===== src/rtl/pipe_sequencer_if.sv =====
// Run-control bundle between the debug unit / pipeline hazard logic and the sequencer.
// Slave modport is the sequencer side; master is the requester and pipeline side.
interface pipe_sequencer_if #(
    parameter int len_data = 32
);
    logic                cmd_valid;
    logic [1:0]          cmd;
    logic                cmd_ready;
    logic                stall_flag;
    logic                branch_taken;
    logic                jump;
    logic                halt_detected;
    logic                pipe_enable;
    logic                pc_enable;
    logic                if_id_enable;
    logic                flush_if_id;
    logic                flush_id_ex;
    logic                halt_flag_d;
    logic [2:0]          state;
    logic                done;
    logic [len_data-1:0] cycle_count;

    modport slave (
        input  cmd_valid, cmd, stall_flag, branch_taken, jump, halt_detected,
        output cmd_ready, pipe_enable, pc_enable, if_id_enable, flush_if_id,
               flush_id_ex, halt_flag_d, state, done, cycle_count
    );

    modport master (
        output cmd_valid, cmd, stall_flag, branch_taken, jump, halt_detected,
        input  cmd_ready, pipe_enable, pc_enable, if_id_enable, flush_if_id,
               flush_id_ex, halt_flag_d, state, done, cycle_count
    );
endinterface


===== src/rtl/pipe_sequencer.sv =====
// Run-control sequencer: debug commands -> pipeline enables/flushes, halt drain, done pulse.
// Enables/flushes are combinational from state; commands take effect the cycle after acceptance.
module pipe_sequencer #(
    parameter int len_data    = 32,
    parameter int drain_depth = 3
) (
    input  logic                   clk,
    input  logic                   reset,
    pipe_sequencer_if.slave        bus
);
    typedef enum logic [2:0] {
        ST_IDLE   = 3'd0,
        ST_RUN    = 3'd1,
        ST_STEP   = 3'd2,
        ST_DRAIN  = 3'd3,
        ST_HALTED = 3'd4
    } state_e;

    localparam logic [1:0] CMD_CLEAR = 2'b00;
    localparam logic [1:0] CMD_RUN   = 2'b01;
    localparam logic [1:0] CMD_STEP  = 2'b10;
    localparam logic [1:0] CMD_STOP  = 2'b11;
    localparam logic [3:0] DRAIN_LOAD = 4'(drain_depth);

    state_e              state_q, state_d;
    logic [3:0]          drain_cnt_q, drain_cnt_d;
    logic [len_data-1:0] cycle_count_q, cycle_count_d;
    logic                done_q, done_d;

    logic run_like, draining, pipe_en, hlt_acc, front_adv, cmd_acc;

    always_comb begin
        run_like  = (state_q == ST_RUN) || (state_q == ST_STEP);
        draining  = (state_q == ST_DRAIN);
        pipe_en   = run_like || draining;
        // A halt seen alongside a taken branch is on the wrong path.
        hlt_acc   = run_like && bus.halt_detected && !bus.branch_taken;
        front_adv = run_like && (bus.branch_taken || (!bus.stall_flag && !bus.halt_detected));
        cmd_acc   = bus.cmd_valid && bus.cmd_ready;
    end

    assign bus.cmd_ready    = (state_q == ST_IDLE) || (state_q == ST_RUN) || (state_q == ST_HALTED);
    assign bus.pipe_enable  = pipe_en;
    assign bus.pc_enable    = front_adv;
    assign bus.if_id_enable = front_adv;
    assign bus.flush_if_id  = run_like && (bus.branch_taken || bus.jump);
    assign bus.flush_id_ex  = pipe_en && (bus.branch_taken || draining);
    assign bus.halt_flag_d  = hlt_acc;
    assign bus.state        = state_q;
    assign bus.done         = done_q;
    assign bus.cycle_count  = cycle_count_q;

    always_comb begin
        state_d       = state_q;
        drain_cnt_d   = drain_cnt_q;
        cycle_count_d = cycle_count_q;
        done_d        = 1'b0;

        if (pipe_en && (cycle_count_q != '1)) begin
            cycle_count_d = cycle_count_q + len_data'(1);
        end

        case (state_q)
            ST_IDLE: begin
                if (cmd_acc && (bus.cmd == CMD_RUN)) begin
                    state_d = ST_RUN;
                end else if (cmd_acc && (bus.cmd == CMD_STEP)) begin
                    state_d = ST_STEP;
                end
            end
            ST_RUN: begin
                if (hlt_acc) begin
                    state_d     = ST_DRAIN;
                    drain_cnt_d = DRAIN_LOAD;
                end else if (cmd_acc && (bus.cmd == CMD_STOP)) begin
                    state_d = ST_IDLE;
                end
            end
            ST_STEP: begin
                if (hlt_acc) begin
                    state_d     = ST_DRAIN;
                    drain_cnt_d = DRAIN_LOAD;
                end else begin
                    state_d = ST_IDLE;
                end
            end
            ST_DRAIN: begin
                drain_cnt_d = drain_cnt_q - 4'd1;
                if (drain_cnt_q == 4'd1) begin
                    state_d = ST_HALTED;
                    done_d  = 1'b1;
                end
            end
            ST_HALTED: begin
                if (cmd_acc && (bus.cmd == CMD_CLEAR)) begin
                    state_d       = ST_IDLE;
                    cycle_count_d = '0;
                end
            end
            default: state_d = ST_IDLE;
        endcase
    end

    always_ff @(posedge clk) begin
        if (reset) begin
            state_q       <= ST_IDLE;
            drain_cnt_q   <= 4'd0;
            cycle_count_q <= '0;
            done_q        <= 1'b0;
        end else begin
            state_q       <= state_d;
            drain_cnt_q   <= drain_cnt_d;
            cycle_count_q <= cycle_count_d;
            done_q        <= done_d;
        end
    end
endmodule


===== src/flat_wrapper.sv =====
// flat-port wrapper written by rule: the top's interface ports become plain ports
module pipe_sequencer_flat 
#(
    parameter int len_data    = 32,
    parameter int drain_depth = 3
)
  (clk, reset, bus_cmd_valid, bus_cmd, bus_stall_flag, bus_branch_taken, bus_jump, bus_halt_detected, bus_cmd_ready, bus_pipe_enable, bus_pc_enable, bus_if_id_enable, bus_flush_if_id, bus_flush_id_ex, bus_halt_flag_d, bus_state, bus_done, bus_cycle_count);
  pipe_sequencer_if #(.len_data(len_data)) bus_i ();
  input  logic clk;
  input  logic reset;
  input wire logic [$bits(bus_i.cmd_valid)-1:0] bus_cmd_valid;
  input wire logic [$bits(bus_i.cmd)-1:0] bus_cmd;
  input wire logic [$bits(bus_i.stall_flag)-1:0] bus_stall_flag;
  input wire logic [$bits(bus_i.branch_taken)-1:0] bus_branch_taken;
  input wire logic [$bits(bus_i.jump)-1:0] bus_jump;
  input wire logic [$bits(bus_i.halt_detected)-1:0] bus_halt_detected;
  output wire logic [$bits(bus_i.cmd_ready)-1:0] bus_cmd_ready;
  output wire logic [$bits(bus_i.pipe_enable)-1:0] bus_pipe_enable;
  output wire logic [$bits(bus_i.pc_enable)-1:0] bus_pc_enable;
  output wire logic [$bits(bus_i.if_id_enable)-1:0] bus_if_id_enable;
  output wire logic [$bits(bus_i.flush_if_id)-1:0] bus_flush_if_id;
  output wire logic [$bits(bus_i.flush_id_ex)-1:0] bus_flush_id_ex;
  output wire logic [$bits(bus_i.halt_flag_d)-1:0] bus_halt_flag_d;
  output wire logic [$bits(bus_i.state)-1:0] bus_state;
  output wire logic [$bits(bus_i.done)-1:0] bus_done;
  output wire logic [$bits(bus_i.cycle_count)-1:0] bus_cycle_count;
  assign bus_i.cmd_valid = bus_cmd_valid;
  assign bus_i.cmd = bus_cmd;
  assign bus_i.stall_flag = bus_stall_flag;
  assign bus_i.branch_taken = bus_branch_taken;
  assign bus_i.jump = bus_jump;
  assign bus_i.halt_detected = bus_halt_detected;
  assign bus_cmd_ready = bus_i.cmd_ready;
  assign bus_pipe_enable = bus_i.pipe_enable;
  assign bus_pc_enable = bus_i.pc_enable;
  assign bus_if_id_enable = bus_i.if_id_enable;
  assign bus_flush_if_id = bus_i.flush_if_id;
  assign bus_flush_id_ex = bus_i.flush_id_ex;
  assign bus_halt_flag_d = bus_i.halt_flag_d;
  assign bus_state = bus_i.state;
  assign bus_done = bus_i.done;
  assign bus_cycle_count = bus_i.cycle_count;
  pipe_sequencer #(.len_data(len_data), .drain_depth(drain_depth)) u_core (.clk(clk), .reset(reset), .bus(bus_i));
endmodule

===== config.mk =====
export PLATFORM = sky130hd
export DESIGN_NAME = pipe_sequencer_flat
export DESIGN_NICKNAME = d
export VERILOG_FILES = /design/src/rtl/pipe_sequencer_if.sv /design/src/rtl/pipe_sequencer.sv /design/src/flat_wrapper.sv
export SDC_FILE = /design/constraint.sdc
export NUM_CORES = 1
export LEC_CHECK = 0
export ABC_AREA = 0
export CAP_MARGIN = 10
export CORE_MARGIN = 2
export CORE_UTILIZATION = 29
export CTS_BUF_LIST = sky130_fd_sc_hd__clkbuf_8
export CTS_CLUSTER_SIZE = 28
export DETAILED_ROUTE_END_ITERATION = 6
export SLEW_MARGIN = 0
export SYNTH_ARGS = -nofsm -noshare
export SYNTH_HDL_FRONTEND = slang
export SYNTH_SLANG_ARGS = --single-unit

===== constraint.sdc =====
create_clock -name clk -period 2.65 [get_ports clk]
set_clock_uncertainty 0.05 [all_clocks]
set_input_delay 0.795 -clock clk [delete_from_list [all_inputs] [get_ports clk]]
set_output_delay 0.795 -clock clk [all_outputs]
set_load 0.02 [all_outputs]

==> flow_summary.yaml <==
status:
  outcome: "finished, final reports clean"
layout:
  post-route-cell-area_um2: 2960
  final_cell_mix: "44 x sky130_fd_sc_hd__clkdlybuf4s50_1, 39 x sky130_fd_sc_hd__dfxtp_1, 28 x sky130_fd_sc_hd__a21oi_1"
  finalCoreUtilization_pct: 41.3
  layout.nets: 340
  layout.area.seq_um2: 802
  layout.cells.most_common: "sky130_fd_sc_hd__clkdlybuf4s50_1"
  insertedDiodeCount: 0
  layout-drive-gt1-share_pct: 13.4
  multi_input_comb_area_um2: 1240
  fill_cells: 728
  area_growth_syn_to_layout_pct: 39.3
drt:
  postRouteWirelength_mm: 5.41
  detail_route.iter0.violations: 90
  total_via_count_in_the_routed_design: 2175
  dr.pass1.iters: 4
  wl_per_cell_um: 12.6
  ant_nets: 0
  drc: 0
  vias_per_cell: 5.08
placement:
  buffer_ports.inserted: 51
  place_hpwl_mm: 4.03
  routabilityCongestion: 0.768
  placement.cell_area_um2: 2840
grt:
  grt_start_max_net_pins: 19
  first_global_vias: 2003
  grt_pass1_wl_mm: 8.88
  antenna_found_initial: 0
  grt_util_all_layers_pct: 13.9
  grt_overflow_total: 0
worst_hold_path:
  holdCritStartpoint: "u_core.bus.cycle_count[13]"
  holdCritPathClass: "flip-flop to flip-flop"
logic_synthesis:
  number_of_register_bits_inferred_by_synthesis: 40
  async_reset_ff_share_pct: 0
  synth_nets: 276
  synthesis.area_per_instance_um2: 8.05
  synth_cells: 264
  synth_enable_flop_cells: 0
  syn-cell-area_um2: 2120
  synth-seq-area-share_pct: 37.7
  synth_top_flop_cell: "sky130_fd_sc_hd__dfxtp_1"
  yosysWarningCount: 0
  yosysUniqueCellTypes: 47
sta:
  setup_viol: 0
  worstMarginPinSlew_ps: 420
  rsz0062_at_grt: "no"
  max_clock_freq_ghz: 0.387
  post-route-min-period_ps: 2590
  finalCritPeriodShare_pct: 97.6
  slew_headroom_pct: 71.9
  totalNegativeSetupSlack_ps: 0
  final-max-slew-violation-count: 0
  final_number_of_hold_violating_endpoints: 0
setup_path:
  crit_path_top_delay_cell: "sky130_fd_sc_hd__clkdlybuf4s50_1"
  required_time_at_the_endpoint_of_the_critical_path_ps: 1810
  worstSetupStartpointType: "primary input"
  timing.setup.critical_path_class: "primary input to output port"
  cp-end-kind: "output port"
  critPathLaunch: "bus_halt_detected"
  worst_r2r_startpoint: "u_core.bus.cycle_count[5]"
  cell_chain_critical_path: "clkdlybuf4s50_1, buf_4, nor2_1, o21a_1, buf_2"
  cp_max_fo: 2
  path_buf_inv: 3
  slowest_delay_ps: 480
  crit_family: "buffers and inverters"
  worst-endpoint-arrival_ps: 1740
clock_tree:
  cts-root-buf: "sky130_fd_sc_hd__clkbuf_8"
  clock-sinks: 40
  clk_latency_ps: 300
  clock_tree_from_tritoncts: "yes"
  cts_buffer_depth: 2
  cts-htree-levels: 2
  cts_hold_fix_bufs: 0
  cts-buffers-inserted: 5
  clk_pin_slew_ps: 80
floorplan:
  boundaryPins: 52
  core_um2: 7180
  floorplan.die.width_um: 89.6
  die_area_um2: 8030
  num_rows: 31
  vertical_extent_of_the_die_um: 89.6
  starting_density_of_the_core_pct: 29.6
job:
  maxCapViolations: 0
power:
  power.density_nw_per_um2: 473
  power.ir.vdd_worst_uv: 225
  cellLeakagePower_nw: 0.958
-- tightest hold or removal path, stage by stage (launching register included) --
cell and delay [ps]:
sky130_fd_sc_hd__dfxtp_1 350, sky130_fd_sc_hd__o31ai_1 70, sky130_fd_sc_hd__a21oi_1 50
-- state kept, by name (all words and copies together), names as in the netlist --
register and cells:
u_core.bus.done 1, u_core.drain_cnt_q 4, u_core.bus.state 3, u_core.bus.cycle_count 32
-- cell usage after synthesis, types with 2 or more instances --
library cell / n / area share, %
sky130_fd_sc_hd__o31a_1: 3 / 1.2
sky130_fd_sc_hd__nor3_1: 9 / 2.1
sky130_fd_sc_hd__o21a_1: 4 / 1.4
sky130_fd_sc_hd__ha_1: 3 / 1.8
sky130_fd_sc_hd__and4_1: 3 / 1.2
sky130_fd_sc_hd__clkbuf_1: 6 / 1.1
sky130_fd_sc_hd__dfxtp_1: 40 / 38
sky130_fd_sc_hd__nand3_1: 15 / 3.5
sky130_fd_sc_hd__nor4_1: 4 / 1.2
sky130_fd_sc_hd__a21oi_1: 28 / 6.6
sky130_fd_sc_hd__nand4_1: 8 / 2.4
sky130_fd_sc_hd__inv_1: 9 / 1.6
sky130_fd_sc_hd__or4_1: 7 / 2.5
sky130_fd_sc_hd__or3_1: 15 / 4.4
sky130_fd_sc_hd__o31ai_1: 7 / 2.5
sky130_fd_sc_hd__or2_2: 3 / 0.88
sky130_fd_sc_hd__a211oi_1: 4 / 1.4
sky130_fd_sc_hd__buf_2: 4 / 0.94
sky130_fd_sc_hd__a31oi_1: 2 / 0.59
sky130_fd_sc_hd__xnor2_1: 7 / 2.9
sky130_fd_sc_hd__a31o_2: 2 / 0.82
sky130_fd_sc_hd__nand2_1: 20 / 3.5
sky130_fd_sc_hd__nor2_1: 20 / 3.5
sky130_fd_sc_hd__and3_1: 2 / 0.59
sky130_fd_sc_hd__o21ai_0: 17 / 4.0
-- layout make-up --
type	instances	area share, %
Multi-Input combinational cell	202	41.9
Sequential cell	40	27.1
Timing Repair Buffer	70	21.6
Tap cell	99	4.18
Clock buffer	6	2.79
Clock inverter	2	1.31
Inverter	9	1.14
-- cells by family after synthesis --
family | count (synthesis) | synth area share, %
adders and majority gates | 3 | 1.77
muxes | 1 | 0.471
buffers and inverters | 22 | 4.65
xor gates and xnor gates | 8 | 3.30
DFF | 40 | 37.7
and+or+nand+nor | 117 | 30.3
AOI/OAI and AO/OA | 73 | 21.8
-- final timing paths --
path,to,slack [ps],depth (start not counted)
worst max-delay path,bus_pc_enable,60,5
worst min-delay path,u_core.bus.cycle_count[13],470,2
worst max register to register,u_core.bus.cycle_count[27],270,5
worst min register to register,u_core.bus.cycle_count[13],470,2
-- power breakdown --
part,total (mW),internal (mW),switching (mW)
Clock,0.535,0.308,0.227
Combinational,0.243,0.105,0.138
Sequential,0.622,0.612,0.00970
-- metrics by stage --
stage | power, mW | worst slack, ps | std cells | hold slack (ps)
after floorplan | 0.777 | 126 | 264 | 439
final | 1.40 | 63.8 | 428 | 467
after CTS | 1.42 | 11.8 | 428 | 467
after global routing | 1.47 | 21.5 | 428 | 501
after detailed placement | 0.885 | -460 | 420 | 452
after global placement | 0.882 | -451 | 420 | 439
-- metal layers --
metal | share of wire, % | GRT usage, % | wire [um] | up-vias
met3 | 5.5 | 3.29 | 296 | 8
met2 | 46 | 23.5 | 2510 | 51
met1 | 47 | 17.2 | 2540 | 1002
met4 | 1.1 | 5.29 | 61 | 0
li1 | - | - | - | 1114
met5 | 0 | 0 | 0 | -
-- timing repair --
item / CTS / global route
gates resized for setup: 19 / 2
pin swaps: 0 / 0
setup buffers: 0 / 0
setup endpoints to repair: 5 / 1
(Power assumes the default switching activity.)
